$ cat src/rtl/coinc_counter.sv
// coinc_counter: two-channel coincidence counter with a gated integration run
// and a valid/ready result handshake.
//
// Ports
//   clk, rst_n            clock, asynchronous active-low reset
//   det_a, det_b          asynchronous detector pulses (min 2 clk high)
//   gate_len [GATE_W]     integration length in clk cycles, sampled on start
//   start                 request a run (accepted in IDLE only)
//   busy                  high in COUNT
//   valid / ready         result handshake
//   cnt_a, cnt_b, cnt_ab  singles A, singles B, coincidences of the last run
//   cnt_acc               accidental coincidences (only with COINC_ACCIDENTAL_EN)
//   overflow              some counter of the last run saturated
//
// Optional feature macro: COINC_ACCIDENTAL_EN adds cnt_acc, which counts
// coincidences between B and A delayed by 2*WIN_CYC+1 cycles.
module coinc_counter #(
  parameter int unsigned CNT_W   = 24,
  parameter int unsigned GATE_W  = 32,
  parameter int unsigned WIN_CYC = 4
) (
  input  logic              clk,
  input  logic              rst_n,
  input  logic              det_a,
  input  logic              det_b,
  input  logic [GATE_W-1:0] gate_len,
  input  logic              start,
  output logic              busy,
  output logic              valid,
  input  logic              ready,
  output logic [CNT_W-1:0]  cnt_a,
  output logic [CNT_W-1:0]  cnt_b,
  output logic [CNT_W-1:0]  cnt_ab,
`ifdef COINC_ACCIDENTAL_EN
  output logic [CNT_W-1:0]  cnt_acc,
`endif
  output logic              overflow
);

  localparam int unsigned WIN_W = 4;
  localparam logic [WIN_W-1:0] WIN_LOAD = WIN_W'(WIN_CYC);

  typedef enum logic [1:0] {S_IDLE, S_COUNT, S_HOLD} state_t;

  state_t              state_q, state_d;
  logic [1:0]          rst_sync_q, rst_sync_d;
  logic [2:0]          sync_a_q, sync_a_d;
  logic [2:0]          sync_b_q, sync_b_d;
  logic [WIN_W-1:0]    win_a_q, win_a_d;
  logic [WIN_W-1:0]    win_b_q, win_b_d;
  logic [GATE_W-1:0]   gate_q, gate_d;
  logic [CNT_W-1:0]    run_a_q, run_a_d;
  logic [CNT_W-1:0]    run_b_q, run_b_d;
  logic [CNT_W-1:0]    run_ab_q, run_ab_d;
  logic                run_ovf_q, run_ovf_d;
  logic [CNT_W-1:0]    out_a_q, out_a_d;
  logic [CNT_W-1:0]    out_b_q, out_b_d;
  logic [CNT_W-1:0]    out_ab_q, out_ab_d;
  logic                out_ovf_q, out_ovf_d;
  logic                valid_q, valid_d;

  logic in_count;
  logic run_en;
  logic edge_a;
  logic edge_b;
  logic coinc;
  logic ovf_a, ovf_b, ovf_ab;

  // Saturating increment; the top bit reports an increment lost at full scale.
  function automatic logic [CNT_W:0] sat_inc(input logic [CNT_W-1:0] c,
                                              input logic en);
    if (!en)
      return {1'b0, c};
    else if (c == '1)
      return {1'b1, c};
    else
      return {1'b0, c + CNT_W'(1)};
  endfunction

  assign in_count = (state_q == S_COUNT);
  // Start requests are honoured only once reset release has been synchronized.
  assign run_en   = rst_sync_q[1];
  // Bits [1:0] synchronize, bit [2] holds the previous level for edge detection.
  assign edge_a   = sync_a_q[1] & ~sync_a_q[2] & in_count;
  assign edge_b   = sync_b_q[1] & ~sync_b_q[2] & in_count;
  assign coinc    = (edge_a && (edge_b || (win_b_q != '0))) ||
                    (edge_b && (win_a_q != '0));

`ifdef COINC_ACCIDENTAL_EN
  localparam int unsigned DLY = 2 * WIN_CYC + 1;

  logic [DLY-1:0]    dly_q, dly_d;
  logic [WIN_W-1:0]  win_ad_q, win_ad_d;
  logic [WIN_W-1:0]  win_bd_q, win_bd_d;
  logic [CNT_W-1:0]  run_acc_q, run_acc_d;
  logic [CNT_W-1:0]  out_acc_q, out_acc_d;
  logic              edge_ad;
  logic              acc_coinc;
  logic              ovf_acc;

  assign edge_ad   = dly_q[DLY-1] & in_count;
  assign acc_coinc = (edge_ad && (edge_b || (win_bd_q != '0))) ||
                     (edge_b && (win_ad_q != '0));
  assign cnt_acc   = out_acc_q;
`endif

  always_comb begin
    state_d    = state_q;
    rst_sync_d = {rst_sync_q[0], 1'b1};
    sync_a_d   = {sync_a_q[1:0], det_a};
    sync_b_d   = {sync_b_q[1:0], det_b};
    gate_d     = gate_q;
    valid_d    = valid_q;
    out_a_d    = out_a_q;
    out_b_d    = out_b_q;
    out_ab_d   = out_ab_q;
    out_ovf_d  = out_ovf_q;

    win_a_d = (win_a_q != '0) ? win_a_q - WIN_W'(1) : '0;
    win_b_d = (win_b_q != '0) ? win_b_q - WIN_W'(1) : '0;
    if (edge_a) win_a_d = WIN_LOAD;
    if (edge_b) win_b_d = WIN_LOAD;
    if (coinc) begin
      win_a_d = '0;
      win_b_d = '0;
    end

    {ovf_a,  run_a_d}  = sat_inc(run_a_q,  edge_a);
    {ovf_b,  run_b_d}  = sat_inc(run_b_q,  edge_b);
    {ovf_ab, run_ab_d} = sat_inc(run_ab_q, coinc);
    run_ovf_d = run_ovf_q | ovf_a | ovf_b | ovf_ab;

`ifdef COINC_ACCIDENTAL_EN
    dly_d     = {dly_q[DLY-2:0], edge_a};
    out_acc_d = out_acc_q;
    win_ad_d  = (win_ad_q != '0) ? win_ad_q - WIN_W'(1) : '0;
    win_bd_d  = (win_bd_q != '0) ? win_bd_q - WIN_W'(1) : '0;
    if (edge_ad) win_ad_d = WIN_LOAD;
    if (edge_b)  win_bd_d = WIN_LOAD;
    if (acc_coinc) begin
      win_ad_d = '0;
      win_bd_d = '0;
    end
    {ovf_acc, run_acc_d} = sat_inc(run_acc_q, acc_coinc);
    run_ovf_d = run_ovf_d | ovf_acc;
`endif

    unique case (state_q)
      S_IDLE: begin
        if (start && run_en) begin
          run_a_d   = '0;
          run_b_d   = '0;
          run_ab_d  = '0;
          run_ovf_d = 1'b0;
          win_a_d   = '0;
          win_b_d   = '0;
`ifdef COINC_ACCIDENTAL_EN
          run_acc_d = '0;
          dly_d     = '0;
          win_ad_d  = '0;
          win_bd_d  = '0;
`endif
          if (gate_len == '0) begin
            // Empty run: publish an all-zero result straight away.
            state_d   = S_HOLD;
            valid_d   = 1'b1;
            out_a_d   = '0;
            out_b_d   = '0;
            out_ab_d  = '0;
            out_ovf_d = 1'b0;
`ifdef COINC_ACCIDENTAL_EN
            out_acc_d = '0;
`endif
          end else begin
            gate_d  = gate_len;
            state_d = S_COUNT;
          end
        end
      end
      S_COUNT: begin
        gate_d = gate_q - GATE_W'(1);
        if (gate_q == GATE_W'(1)) begin
          // Publish next-state values so final-cycle edges are included.
          state_d   = S_HOLD;
          valid_d   = 1'b1;
          out_a_d   = run_a_d;
          out_b_d   = run_b_d;
          out_ab_d  = run_ab_d;
          out_ovf_d = run_ovf_d;
`ifdef COINC_ACCIDENTAL_EN
          out_acc_d = run_acc_d;
`endif
        end
      end
      S_HOLD: begin
        if (valid_q && ready) begin
          valid_d = 1'b0;
          state_d = S_IDLE;
        end
      end
      default: state_d = S_IDLE;
    endcase
  end

  always_ff @(posedge clk or negedge rst_n) begin
    if (!rst_n) begin
      state_q    <= S_IDLE;
      rst_sync_q <= '0;
      sync_a_q   <= '0;
      sync_b_q   <= '0;
      win_a_q    <= '0;
      win_b_q    <= '0;
      gate_q     <= '0;
      run_a_q    <= '0;
      run_b_q    <= '0;
      run_ab_q   <= '0;
      run_ovf_q  <= 1'b0;
      out_a_q    <= '0;
      out_b_q    <= '0;
      out_ab_q   <= '0;
      out_ovf_q  <= 1'b0;
      valid_q    <= 1'b0;
`ifdef COINC_ACCIDENTAL_EN
      dly_q      <= '0;
      win_ad_q   <= '0;
      win_bd_q   <= '0;
      run_acc_q  <= '0;
      out_acc_q  <= '0;
`endif
    end else begin
      state_q    <= state_d;
      rst_sync_q <= rst_sync_d;
      sync_a_q   <= sync_a_d;
      sync_b_q   <= sync_b_d;
      win_a_q    <= win_a_d;
      win_b_q    <= win_b_d;
      gate_q     <= gate_d;
      run_a_q    <= run_a_d;
      run_b_q    <= run_b_d;
      run_ab_q   <= run_ab_d;
      run_ovf_q  <= run_ovf_d;
      out_a_q    <= out_a_d;
      out_b_q    <= out_b_d;
      out_ab_q   <= out_ab_d;
      out_ovf_q  <= out_ovf_d;
      valid_q    <= valid_d;
`ifdef COINC_ACCIDENTAL_EN
      dly_q      <= dly_d;
      win_ad_q   <= win_ad_d;
      win_bd_q   <= win_bd_d;
      run_acc_q  <= run_acc_d;
      out_acc_q  <= out_acc_d;
`endif
    end
  end

  assign busy     = in_count;
  assign valid    = valid_q;
  assign cnt_a    = out_a_q;
  assign cnt_b    = out_b_q;
  assign cnt_ab   = out_ab_q;
  assign overflow = out_ovf_q;

endmodule

$ cat config.mk
export PLATFORM = sky130hd
export DESIGN_NAME = coinc_counter
export DESIGN_NICKNAME = d
export VERILOG_FILES = /design/src/rtl/coinc_counter.sv
export SDC_FILE = /design/constraint.sdc
export NUM_CORES = 1
export LEC_CHECK = 0
export ABC_AREA = 1
export BUFFER_PORTS_ARGS = -buffer_cell sky130_fd_sc_hd__buf_4
export CAP_MARGIN = 20
export CELL_PAD_IN_SITES_DETAIL_PLACEMENT = 0
export CELL_PAD_IN_SITES_GLOBAL_PLACEMENT = 1
export CORE_UTILIZATION = 40
export DETAILED_ROUTE_END_ITERATION = 8
export PLACE_DENSITY_LB_ADDON = 0.1
export SYNTH_ARGS = -nofsm -noshare
export SYNTH_HDL_FRONTEND = slang
export SYNTH_SLANG_ARGS = --single-unit
$ cat constraint.sdc
create_clock -name clk -period 2.7 [get_ports clk]
set_clock_uncertainty 0.15 [all_clocks]
set_input_delay 0.135 -clock clk [delete_from_list [all_inputs] [get_ports clk]]
set_output_delay 0.135 -clock clk [all_outputs]
set_load 0.01 [all_outputs]
; After elaboration in Yosys (flattened, before gate mapping)
; Cells that the tools add are included.
; Widths: inputs -> output; s select.
[totals]
regBits = 197
out_inout_bits = 75
[classes]
n_addsub = 6
eq_ne = 11
mux = 49
n_bitwise = 9
n_reduce_logical = 16
[op_table]
columns = operator, count
row1 = $mux 24, 11
row2 = $mux 25, 6
row3 = $pmux 24 s2, 3
row4 = $add 24x1->24 const B, 3
row5 = $eq 24x24->1 const B, 3
row6 = $mux 32, 2
row7 = $pmux 32 s2, 1
row8 = $mux 4, 10
row9 = $eq 32x1->1 const B, 1
row10 = $logic_not 32->1, 1
row11 = $sub 32x1->32 const B, 1
row12 = $mux 1, 9
row13 = $mux 2, 4
row14 = $ne 2x2->1 const B, 4
row15 = $reduce_bool 4->1, 2
row16 = $sub 4x1->4 const B, 2
row17 = $pmux 2 s3, 1
row18 = $reduce_and 3->1, 2
row19 = $reduce_and 5->1, 1
row20 = $and 1x1->1, 4
row21 = $logic_and 1x1->1, 4
row22 = $reduce_and 4->1, 1
row23 = $or 1x1->1, 3
row24 = $pmux 1 s3, 1
row25 = other kinds (9), 11

; Longest topological paths before layout
; Gate-level depths: netlist (run 1).
[depth]
ltp_word = 10
mapped_depth = 13
ltp_nobuf = 12

; Worst setup path after synthesis (run 1)
; Ideal clock, no wire load.
[synth_path]
path_kind = register -> register
from = register state_q[1]
to = register out_ab_q[8], in the netlist cnt_ab[8]
arrival_time_ps = 1809
t_required_ps = 2423
path_slack_ps = 614
path_stages_with_launch = 13
n_path_buf = 3
synth_period_minus_slack_ps = 2086
cell_sequence = dfrtp_1 -> inv_1 -> ha_1 -> buf_4 -> nand2_2 -> nor2_2 -> inv_2 -> a21oi_2 -> buf_4 -> buf_6 -> nand3_1 -> o21ai_0 -> o21ai_1
[synth_between]
elab_chain_len = 8
elab_cells_between_ends = 16
classes_between = eq/ne (4) / mux (3) / bitwise (2) / reduce/logical (7)
[synth_lines]
columns = item, line
row1 = start: declaration, 45  ; state_t state_q, state_d;
row2 = start signal: assignment, 231  ; state_q <= state_d;
row3 = $eq 2x1->1 *, 80  ; assign in_count = (state_q == S_COUNT);
row4 = named net busy, 28  ; output logic busy,
row5 = $and 1x1->1, 85  ; assign edge_b = sync_b_q[1] & ~sync_b_q[2] & in_count;
row6 = $logic_or 1x1->1, 86  ; assign coinc = (edge_a && (edge_b || (win_b_q != '0))) ||
row7 = $logic_and 1x1->1, 86
row8 = $logic_or 1x1->1, 86
row9 = $mux 25, 72  ; if (!en)
row10 = $mux 24, 182  ; if (gate_q == GATE_W'(1)) begin
row11 = $pmux 24 s2, 148  ; unique case (state_q)
row12 = end signal: assignment, 244  ; out_ab_q <= out_ab_d;
row13 = end: declaration, 58  ; logic [CNT_W-1:0] out_ab_q, out_ab_d;
; The timed path passes the listed nets; every way through them passes the cells marked *. The select of a mux whose other input is x is not followed.
; A chain may end at the register's enable or synchronous reset.

; Worst setup path after layout (run 1)
[layout_path]
from = register state_q[1]
to = output busy
[layout_between]
elab_chain_len = 1
[layout_lines]
columns = item, line
row1 = $eq 2x1->1, 80
row2 = end: declaration, 28
; No other way between the ends.

==> impl_results.md, run 1 <==
- Int Pwr: 7.124 mW
- Port bufs: 112
- CP Capture Type: output pin
- Boundary Pins: 113
- Area grow syn2layout: 19.41%
- TritonCTS clock tree: done
- Synth unique cells: 36
- Synth Area in XOR/XNOR: 3.115%
- CTS Buf Count: 17
- Final setup TNS: 0 ns
- Overall Power: 12.40 mW
- WP data arrival: 2.15 ns
- First-pass GRT wire length: 48.71 mm
- LEAKAGE: 6.265 nW
- Register bit count reported by yosys: 197
- Largest net degree at the start of global routing: 79
- RD Place Congestion: 0.8307
- Post_cts resized: 0
- Drt pass-1 iters: 4
- Status: complete, no violations
- Worst setup SP type: register
- P_sw: 5.275 mW
- H-Tree Depth: 4
- Final nets: 1,701
- YS warnings: 0
- Sequential fraction of the synthesis area: 44.96%
- Die Y: 167.6 µm
- Final min period: 2.431 ns
- CTS sink count: 197
- WL/cell: 14.18 µm
- Final Util: 48.58%
- Adder-cell area share of the yosys netlist: 1.255%
- Seq pwr share: 39.2%
- Core ar.: 0.02695 mm²
- Worst-skew pair later-pin latency: 0.44 ns
- Antenna diode count: 0
- Final Hold Vio Count: 0
- Number of global-route vias before repair: 9,721
- Post-synthesis mux area share: 0%
- Main combinational cell family by area after synthesis: simple AND/OR/NAND/NOR gates
- Hold_buf cts: 35
- Final setup viols: 0
- Unrepaired setup endpoints after global routing: false
- Combinational share of power: 40.3%
- Via count: 10.04k
- Post-CTS setup buffers: 0
- Data required time at the worst endpoint: 2.41 ns
- CTS clk-pin slew, worst paths: 0.08 ns
- Fin crit share: 90.05%
- Setup WS pre-CTS: 0.3211 ns
- GRT overflow: 0
- Layout fillers: 2,739
- Mapped Avg Cell Area: 7.218 µm²
- Initial antenna violation count: 0
- Total GRT Usage: 21.29%
- Measured slew at the worst slew-check pin: 0.7173 ns
- Max-slew violation count: 0
- Worst Slack Setup Final: 0.2687 ns
- Clock power share: 20.5%
- Hold Crit Class: in2reg
- Final wirelength: 28.45 mm
- DRT antenna net count: 0
- Simple-Gate Fraction of Synth Area: 35.51%
- Most common cell after layout, fill and taps aside: nand2_1
- Max VDD drop: 443.8 µV
- DRC errors left: 0
- Synth Cell Area: 0.01096 mm²
- Starting Density: 40.68%
- Row cnt: 60
- Slew headroom: 52.18%
- Most frequent cells in the layout: 448 x nand2_1, 244 x nor2_1, 197 x dfrtp_1, 138 x nand3_1, 127 x buf_4
- Vias per cell: 5.004
- Syn nets: 1,568
- FMAX: 0.4113 GHz
- Synth Area in Compound Gates: 8.285%
- Die width: 167.6 µm
- Clk buf depth: 2
- CP Class: reg2out
- Root buffer cell: clkbuf_16
- Sw frac: 42.54%
- HPWL after DPL: 19.98 mm
- Layout cell share with drive strength beyond 1: 12.61%
- Crit path max fanout: 39
- Power per cell area: 947.0 mW/mm²
- Die area: 0.02808 mm²
- DR iter-0 viols: 562
- Mapped Cells: 1,519
- Max-cap check violation count: 0
cell families after synthesis:
kind of cell	after synthesis
adders and majority gates	11
xor gates and xnor gates	39
buffers and inverters	177
AOI/OAI and AO/OA	168
other	1
and+or+nand+nor	926
DFF	197
critical path, cell delays in order (launching register included):
cell and delay [ns]:
dfrtp_1 0.38, inv_1 0.10, ha_2 0.33, buf_4 0.26, buf_4 0.43, buf_4 0.21
flip-flops by register name, indices dropped and copies added, names as in the netlist:
name / cells
cnt_a: 24
cnt_ab: 24
cnt_b: 24
gate_q: 32
overflow: 1
rst_sync_q: 2
run_a_q: 24
run_ab_q: 24
run_b_q: 24
run_ovf_q: 1
state_q: 2
sync_a_q: 3
sync_b_q: 3
valid: 1
win_a_q: 4
win_b_q: 4
metal layers:
| layer | routed length, µm | part of all wire [%] | GRT usage [%] | vias up |
|---|---|---|---|---|
| met5 | 0 | 0 | 0 | - |
| met4 | 210 | 0.74 | 4.388 | 0 |
| met3 | 643 | 2.3 | 2.742 | 12 |
| met2 | 13410 | 47 | 35.40 | 160 |
| met1 | 14180 | 50 | 29.65 | 4735 |
| li1 | - | - | - | 5132 |
cell type report:
cell class / count / area [µm²] / share of cell area [%]
Sequential cell: 197 / 4930 / 37.65
Tap cell: 341 / 426.7 / 3.259
Inverter: 124 / 465.4 / 3.555
Clock inverter: 14 / 138.9 / 1.061
Clock buffer: 18 / 439.2 / 3.354
Multi-Input combinational cell: 1145 / 5295 / 40.44
Timing Repair Buffer: 167 / 1398 / 10.67
synth_stat cells:
cell      count  area share [%]
xor2_1       26             2.1
or2_2         7            0.40
buf_2        17            0.78
ha_1         11             1.3
a21boi_0      1           0.068
nor2_4        3            0.31
nor2_1      245             8.4
a21oi_2       1           0.080
xnor2_1      13             1.0
inv_2         1           0.034
nand4_2       1            0.11
buf_1         2           0.068
o21bai_1      3            0.21
dfrtp_1     197              45
buf_4         5            0.34
nor4_1        2            0.11
clkbuf_1     23            0.79
o21ai_2      10            0.80
nand2_1     448              15
o21ai_0      89             4.1
nand3_2       2            0.18
buf_6         6            0.62
conb_1        1           0.034
nand2_2       9            0.51
a31oi_1       4            0.23
nor3_1       21            0.96
nand3_1     138             6.3
o31ai_1       1           0.068
a41oi_1       1           0.080
a21o_1        2            0.14
nand4_1      36             2.1
nand3b_1      4            0.27
inv_1       123             4.2
a21oi_1      23             1.0
nor2_2       10            0.57
o21ai_1      33             1.5
path summary, 6_finish.rpt:
check / start / endpoint / slack (ns) / cells past startpoint
min in group asynchronous: rst_n / cnt_a[9]$_DFFE_PN0P_ / 0.16 / 2
worst min-delay path: ready / valid$_DFFE_PN0P_ / 0.07 / 5
max in group asynchronous: rst_n / gate_q[12]$_DFFE_PN0P_ / 1.54 / 3
worst max register to register: state_q[1]$_DFFE_PN0P_ / cnt_a[19]$_DFFE_PN0P_ / 0.36 / 12
worst max-delay path: state_q[1]$_DFFE_PN0P_ / busy / 0.27 / 5
worst min register to register: rst_sync_q[0]$_DFF_PN0_ / rst_sync_q[1]$_DFF_PN0_ / 0.21 / 0
through the flow:
stage / area, µm² / hold WS, ns / cells
floorplan: 10960 / -0.3106 / 1519
global placement: 12160 / 0.07911 / 1939
detailed placement: 12160 / 0.08128 / 1939
CTS: 13090 / 0.05524 / 2006
global route: 13090 / 0.1016 / 2006
finish: 13090 / 0.07083 / 2006
power groups by stage:
stage	logic [mW]	clock network, mW	registers, mW
after floorplan	3.29	0	4.84
after global placement	4.93	0	4.92
after detailed placement	5.02	0	4.91
after CTS	5.08	2.62	4.87
after global routing	5.78	2.73	5.03
final	5.00	2.54	4.86
No activity file was read; power rests on OpenSTA's default activity.
==> run 2, diff against run 1 <==
- CORE_UTILIZATION: 40 -> 43
==> impl_results.md, run 2 (synthesis results as in run 1) <==
- Status: complete, no violations (unchanged)
- Root buffer cell: clkbuf_16 (unchanged)
- Overall Power: 12.39 mW (was 12.40 mW)
- DRC errors left: 0 (unchanged)
- Max-cap check violation count: 0 (unchanged)
- Final nets: 1,705 (was 1,701)
- Vias per cell: 4.995 (was 5.004)
- Antenna diode count: 0 (unchanged)
- Measured slew at the worst slew-check pin: 0.6127 ns (was 0.7173 ns)
- RD Place Congestion: 0.8348 (was 0.8307)
- CTS clk-pin slew, worst paths: 0.08 ns (about the same)
- Final setup viols: 0 (unchanged)
- Die area: 0.02614 mm² (was 0.02808 mm²)
- Max VDD drop: 390.3 µV (was 443.8 µV)
- Worst Hold Slack: 0.07000 ns (was 0.07083 ns)
- Clk buf depth: 2 (unchanged)
- Initial antenna violation count: 0 (unchanged)
- Total GRT Usage: 22.30% (was 21.29%)
- Layout fillers: 2,532 (was 2,739)
- Slew headroom: 58.84% (was 52.18%)
- Dpl cells: 1,932 (was 1,939)
- Unrepaired setup endpoints after global routing: false (unchanged)
- Final min period: 2.439 ns (was 2.431 ns)
- DRT antenna net count: 0 (unchanged)
- GRT overflow: 0 (unchanged)
- CP Class: reg2reg (was reg2out)
- Fin crit share: 90.32% (was 90.05%)
- Final wirelength: 27.84 mm (was 28.45 mm)
- Port bufs: 112 (unchanged)
- Row cnt: 58 (was 60)
- Number of global-route vias before repair: 9,561 (was 9,721)
- Starting Density: 43.67% (was 40.68%)
- Worst setup SP type: register (unchanged)
- HPWL after DPL: 19.87 mm (was 19.98 mm)
- Drt pass-1 iters: 4 (unchanged)
- Final Hold Vio Count: 0 (unchanged)
- WP buf/inv: 4 (unchanged)
- Largest register by flop count: gate_q (unchanged)
- WL/cell: 13.92 µm (was 14.18 µm)
- Placement Cell Area: 0.01216 mm² (about the same)
- FMAX: 0.4100 GHz (was 0.4113 GHz)
- H-Tree Depth: 4 (unchanged)
- Via count: 9,985 (was 10.04k)
- CP Capture Type: register (was output pin)
- Max reg flops: 32 (unchanged)
- Layout cell share with drive strength beyond 1: 12.82% (was 12.61%)
- WP data arrival: 2.65 ns (was 2.15 ns)
- Worst-skew pair later-pin latency: 0.44 ns (about the same)
- TritonCTS clock tree: done (unchanged)
- Final setup TNS: 0 ns (unchanged)
- FF-to-FF setup slack: 0.26 ns (was 0.36 ns)
- Critical path, cell by cell: inv_1 -> ha_2 -> buf_4 -> inv_1 -> buf_4 -> nand2_1 -> nand2_1 -> nor2_2 -> nand3_1 -> nand2_1 (was inv_1 -> ha_2 -> buf_4 -> buf_4 -> buf_4)
- Most common cell after layout, fill and taps aside: nand2_1 (unchanged)
- Core ar.: 0.02511 mm² (was 0.02695 mm²)
- Most frequent cells in the layout: 448 x nand2_1, 244 x nor2_1, 197 x dfrtp_1, 138 x nand3_1, 132 x buf_4 (was 448 x nand2_1, 244 x nor2_1, 197 x dfrtp_1, 138 x nand3_1, 127 x buf_4)
- Max-slew violation count: 0 (unchanged)
- Die width: 161.7 µm (was 167.6 µm)
- Die Y: 161.7 µm (was 167.6 µm)
- CTS sink count: 197 (unchanged)
- Final Non-Filler Cells: 1,999 (was 2,006)
- Top Family by Delay on Critical Path: simple AND/OR/NAND/NOR gates (was buffers and inverters)
- Hold Crit Class: in2async (was in2reg)
- Crit-path max cell delay: 0.48 ns (was 0.43 ns)
- Largest net degree at the start of global routing: 56 (was 79)
- LEAKAGE: 6.284 nW (was 6.265 nW)
- CTS Buf Count: 17 (unchanged)
- Boundary Pins: 113 (unchanged)
- Area grow syn2layout: 19.35% (was 19.41%)
- Crit path max fanout: 14 (was 39)
- First-pass GRT wire length: 47.04 mm (was 48.71 mm)
- Power per cell area: 946.6 mW/mm² (was 947.0 mW/mm²)
- Finished Cell Area: 0.01309 mm² (about the same)
- Most used cell, CP: nand2_1 (was buf_4)
- Slowest stage cell on the critical path: nor2_2 (was buf_4)
- Data required time at the worst endpoint: 2.91 ns (was 2.41 ns)
- DR iter-0 viols: 515 (was 562)
run 2: report_power, final:
group | internal [mW] | total (mW) | switching (mW)
clock | 1.33 | 2.56 | 1.23
sequential | 3.94 | 4.87 | 0.932
combinational | 1.94 | 4.96 | 3.02
run 2: timing repair:
action / in CTS / in global routing
gates resized for setup: 0 / 1
setup endpoints to repair: 0 / 1
hold endpoints to repair: 196 / 0
hold buffers: 35 / 0
buffers inserted: 0 / 0
run 2: layout make-up:
type	count	area, µm²	area share (%)
Inverter	124	465.4	3.557
Timing Repair Buffer	171	1406	10.75
Tap cell	330	412.9	3.155
Clock buffer	18	439.2	3.356
Clock inverter	14	137.6	1.052
Sequential cell	197	4930	37.67
Multi-Input combinational cell	1145	5295	40.46
run 2: routing by layer:
metal / up-vias / GRT usage [%] / share of wire, %
li1: 5149 / - / -
met1: 4654 / 30.97 / 49
met2: 160 / 36.95 / 47
met3: 22 / 2.681 / 2.7
met4: 0 / 5.746 / 1.4
met5: - / 0 / 0
run 2: path summary, 6_finish.rpt:
path                                        start                endpoint  depth (start not counted)
min reg2reg                 sync_a_q[0]$_DFF_PN0_   sync_a_q[1]$_DFF_PN0_                          0
min                                         rst_n   cnt_a[11]$_DFFE_PN0P_                          2
max in group asynchronous                   rst_n  run_ab_q[17]$_DFF_PN0_                          3
max                        state_q[1]$_DFFE_PN0P_   cnt_a[23]$_DFFE_PN0P_                         10
max reg2reg                state_q[1]$_DFFE_PN0P_   cnt_a[23]$_DFFE_PN0P_                         10
min in group clk                            ready       valid$_DFFE_PN0P_                          5
run 2: metrics by stage:
stage               util [%]  setup WS [ns]
finish                 52.12         0.2612
floorplan                  -         0.6135
CTS                    52.10         0.2278
detailed placement     48.41         0.2546
global route           52.12       0.009786
global placement       48.41         0.3263
==> run 3, diff against run 2 <==
- CORE_UTILIZATION: 43 -> 47
- clock period: 2.7 -> 3 ns (I/O delays scaled with it)
==> impl_results.md, run 3 (synthesis results as in run 1) <==
- CTS sink count: 197 (unchanged)
- Starting Density: 48.14% (was 43.67%)
- Largest net degree at the start of global routing: 78 (was 56)
- Setup WS pre-CTS: 0.5061 ns (was 0.2546 ns)
- Number of global-route vias before repair: 9,518 (was 9,561)
- Vias per cell: 5.013 (was 4.995)
- Worst-skew pair later-pin latency: 0.43 ns (was 0.44 ns)
- Seq pwr share: 39.8% (was 39.3%)
- Final nets: 1,697 (was 1,705)
- Final setup TNS: 0 ns (unchanged)
- Slowest stage cell on the critical path: buf_4 (was nor2_2)
- Unrepaired setup endpoints after global routing: false (unchanged)
- Max-cap check violation count: 0 (unchanged)
- Final min period: 2.483 ns (was 2.439 ns)
- Fin crit share: 82.75% (was 90.32%)
- Max reg flops: 32 (unchanged)
- Crit-path max cell delay: 0.56 ns (was 0.48 ns)
- Hold Crit Class: in2reg (was in2async)
- WL/cell: 13.66 µm (was 13.92 µm)
- First-pass GRT wire length: 45.86 mm (was 47.04 mm)
- Die area: 0.02394 mm² (was 0.02614 mm²)
- Final setup viols: 0 (unchanged)
- Placement Cell Area: 0.01209 mm² (was 0.01216 mm²)
- CP Class: reg2reg (unchanged)
- Clock power share: 19.4% (was 20.6%)
- Finished Cell Area: 0.01295 mm² (was 0.01309 mm²)
- P_sw: 4.574 mW (was 5.179 mW)
- Core ar.: 0.02278 mm² (was 0.02511 mm²)
- FMAX: 0.4028 GHz (was 0.4100 GHz)
- Final Hold Vio Count: 0 (unchanged)
- Worst setup SP type: register (unchanged)
- Root buffer cell: clkbuf_16 (unchanged)
- Antenna diode count: 0 (unchanged)
- Most frequent cells in the layout: 448 x nand2_1, 244 x nor2_1, 197 x dfrtp_1, 138 x nand3_1, 127 x buf_4 (was 448 x nand2_1, 244 x nor2_1, 197 x dfrtp_1, 138 x nand3_1, 132 x buf_4)
- CP Capture Type: register (unchanged)
- Worst Slack Setup Final: 0.5174 ns (was 0.2612 ns)
- Post_cts resized: 0 (unchanged)
- Slew headroom: 53.59% (was 58.84%)
- Final wirelength: 26.94 mm (was 27.84 mm)
- Via count: 9,890 (was 9,985)
- Most common cell after layout, fill and taps aside: nand2_1 (unchanged)
- Clk buf depth: 2 (unchanged)
- RD Place Congestion: 0.8667 (was 0.8348)
- Largest register by flop count: gate_q (unchanged)
- Status: complete, no violations (unchanged)
- Total GRT Usage: 23.71% (was 22.30%)
- CTS Buf Count: 17 (unchanged)
- Top Family by Delay on Critical Path: buffers and inverters (was simple AND/OR/NAND/NOR gates)
- Crit path max fanout: 59 (was 14)
- Layout cell share with drive strength beyond 1: 12.41% (was 12.82%)
- Boundary Pins: 113 (unchanged)
- Sw frac: 41.84% (was 41.81%)
- DRT antenna net count: 0 (unchanged)
- Hold_buf cts: 33 (was 35)
- Max-slew violation count: 0 (unchanged)
- Int Pwr: 6.358 mW (was 7.209 mW)
- WP data arrival: 2.62 ns (was 2.65 ns)
- H-Tree Depth: 4 (unchanged)
- DRC errors left: 0 (unchanged)
- Area grow syn2layout: 18.10% (was 19.35%)
- Initial antenna violation count: 0 (unchanged)
- LEAKAGE: 6.204 nW (was 6.284 nW)
- DR iter-0 viols: 496 (was 515)
- TritonCTS clock tree: done (unchanged)
- Die width: 154.7 µm (was 161.7 µm)
- HPWL after DPL: 19.13 mm (was 19.87 mm)
- Max VDD drop: 588.5 µV (was 390.3 µV)
- Combinational share of power: 40.8% (was 40.0%)
- GRT overflow: 0 (unchanged)
- Drt pass-1 iters: 5 (was 4)
- Measured slew at the worst slew-check pin: 0.6961 ns (was 0.6127 ns)
- WP buf/inv: 4 (unchanged)
- Critical path, cell by cell: inv_1 -> ha_2 -> buf_4 -> inv_1 -> nor2_1 -> nor2_2 -> nand3_2 -> buf_4 -> o21ai_0 (was inv_1 -> ha_2 -> buf_4 -> inv_1 -> buf_4 -> nand2_1 -> nand2_1 -> nor2_2 -> nand3_1 -> nand2_1)
- Data required time at the worst endpoint: 3.13 ns (was 2.91 ns)
- Power per cell area: 844.3 mW/mm² (was 946.6 mW/mm²)
- Port bufs: 112 (unchanged)
- Row cnt: 55 (was 58)
- CTS clk-pin slew, worst paths: 0.07 ns (was 0.08 ns)
- Post-CTS setup buffers: 0 (unchanged)
- Die Y: 154.7 µm (was 161.7 µm)
[run 3: changes by cell type in the layout (fill, tap and decap cells not counted)]
cell / change
buf_6: -1
clkinv_4: -1
clkinvlp_4: +4
inv_8: -1
clkbuf_1: +1
dlygate4sd3_1: -2
clkbuf_8: -1
bufinv_16: -1
inv_6: -2
buf_4: -5
[run 3: per-stage QoR]
stage / util, % / hold slack [ns] / total power [mW] / std cells
2_1_floorplan: - / -0.2956 / 7.316 / 1519
3_3_place_gp: 53.07 / 0.07581 / 8.741 / 1909
3_5_place_dp: 53.07 / 0.07743 / 8.839 / 1909
4_1_cts: 56.85 / 0.009357 / 11.04 / 1973
5_1_grt: 56.85 / 0.05073 / 11.91 / 1973
6_report: 56.85 / 0.02244 / 10.93 / 1973
[run 3: final timing paths]
| check | startpoint | endpoint | slack, ns | depth (start not counted) |
|---|---|---|---|---|
| max in group asynchronous | rst_n | cnt_b[1]$_DFFE_PN0P_ | 1.69 | 3 |
| min reg2reg | rst_sync_q[0]$_DFF_PN0_ | rst_sync_q[1]$_DFF_PN0_ | 0.19 | 0 |
| max | state_q[1]$_DFFE_PN0P_ | cnt_a[8]$_DFFE_PN0P_ | 0.52 | 9 |
| min in group asynchronous | rst_n | cnt_a[13]$_DFFE_PN0P_ | 0.16 | 2 |
| min | gate_len[8] | gate_q[8]$_DFFE_PN0P_ | 0.02 | 4 |
| max reg2reg | state_q[1]$_DFFE_PN0P_ | cnt_a[8]$_DFFE_PN0P_ | 0.52 | 9 |
[run 3: area by class of cell]
type                       instances  area, µm²
timing repair buffer             163       1338
multi-input combinational       1145       5295
tap                              313      391.6
sequential                       197       4930
fill                            2223       9829
clock inverter                    13      100.1
clock buffer                      18      429.2
inverter                         124      465.4
[run 3: worst reg2reg max path, stage by stage (launching register included)]
cell     delay, ns
dfrtp_1       0.38
inv_1         0.09
ha_2          0.32
buf_4         0.24
inv_1         0.12
nor2_1        0.16
nor2_2        0.07
nand3_2       0.05
buf_4         0.56
o21ai_0       0.20
[run 3: power by group through the flow]
stage / Sequential, mW / Clock, mW / Combinational [mW]
finish: 4.35 / 2.12 / 4.46
global route: 4.49 / 2.28 / 5.14
CTS: 4.35 / 2.19 / 4.50
detailed placement: 4.38 / 0 / 4.46
global placement: 4.38 / 0 / 4.36
floorplan: 4.35 / 0 / 2.96
[run 3: routing by layer]
layer	vias up	part of all wire [%]	global-route usage (%)
met1	4578	49	32.34
met2	163	47	39.65
li1	5120	-	-
met5	-	0	0
met4	0	1.4	6.506
met3	29	2.9	3.110
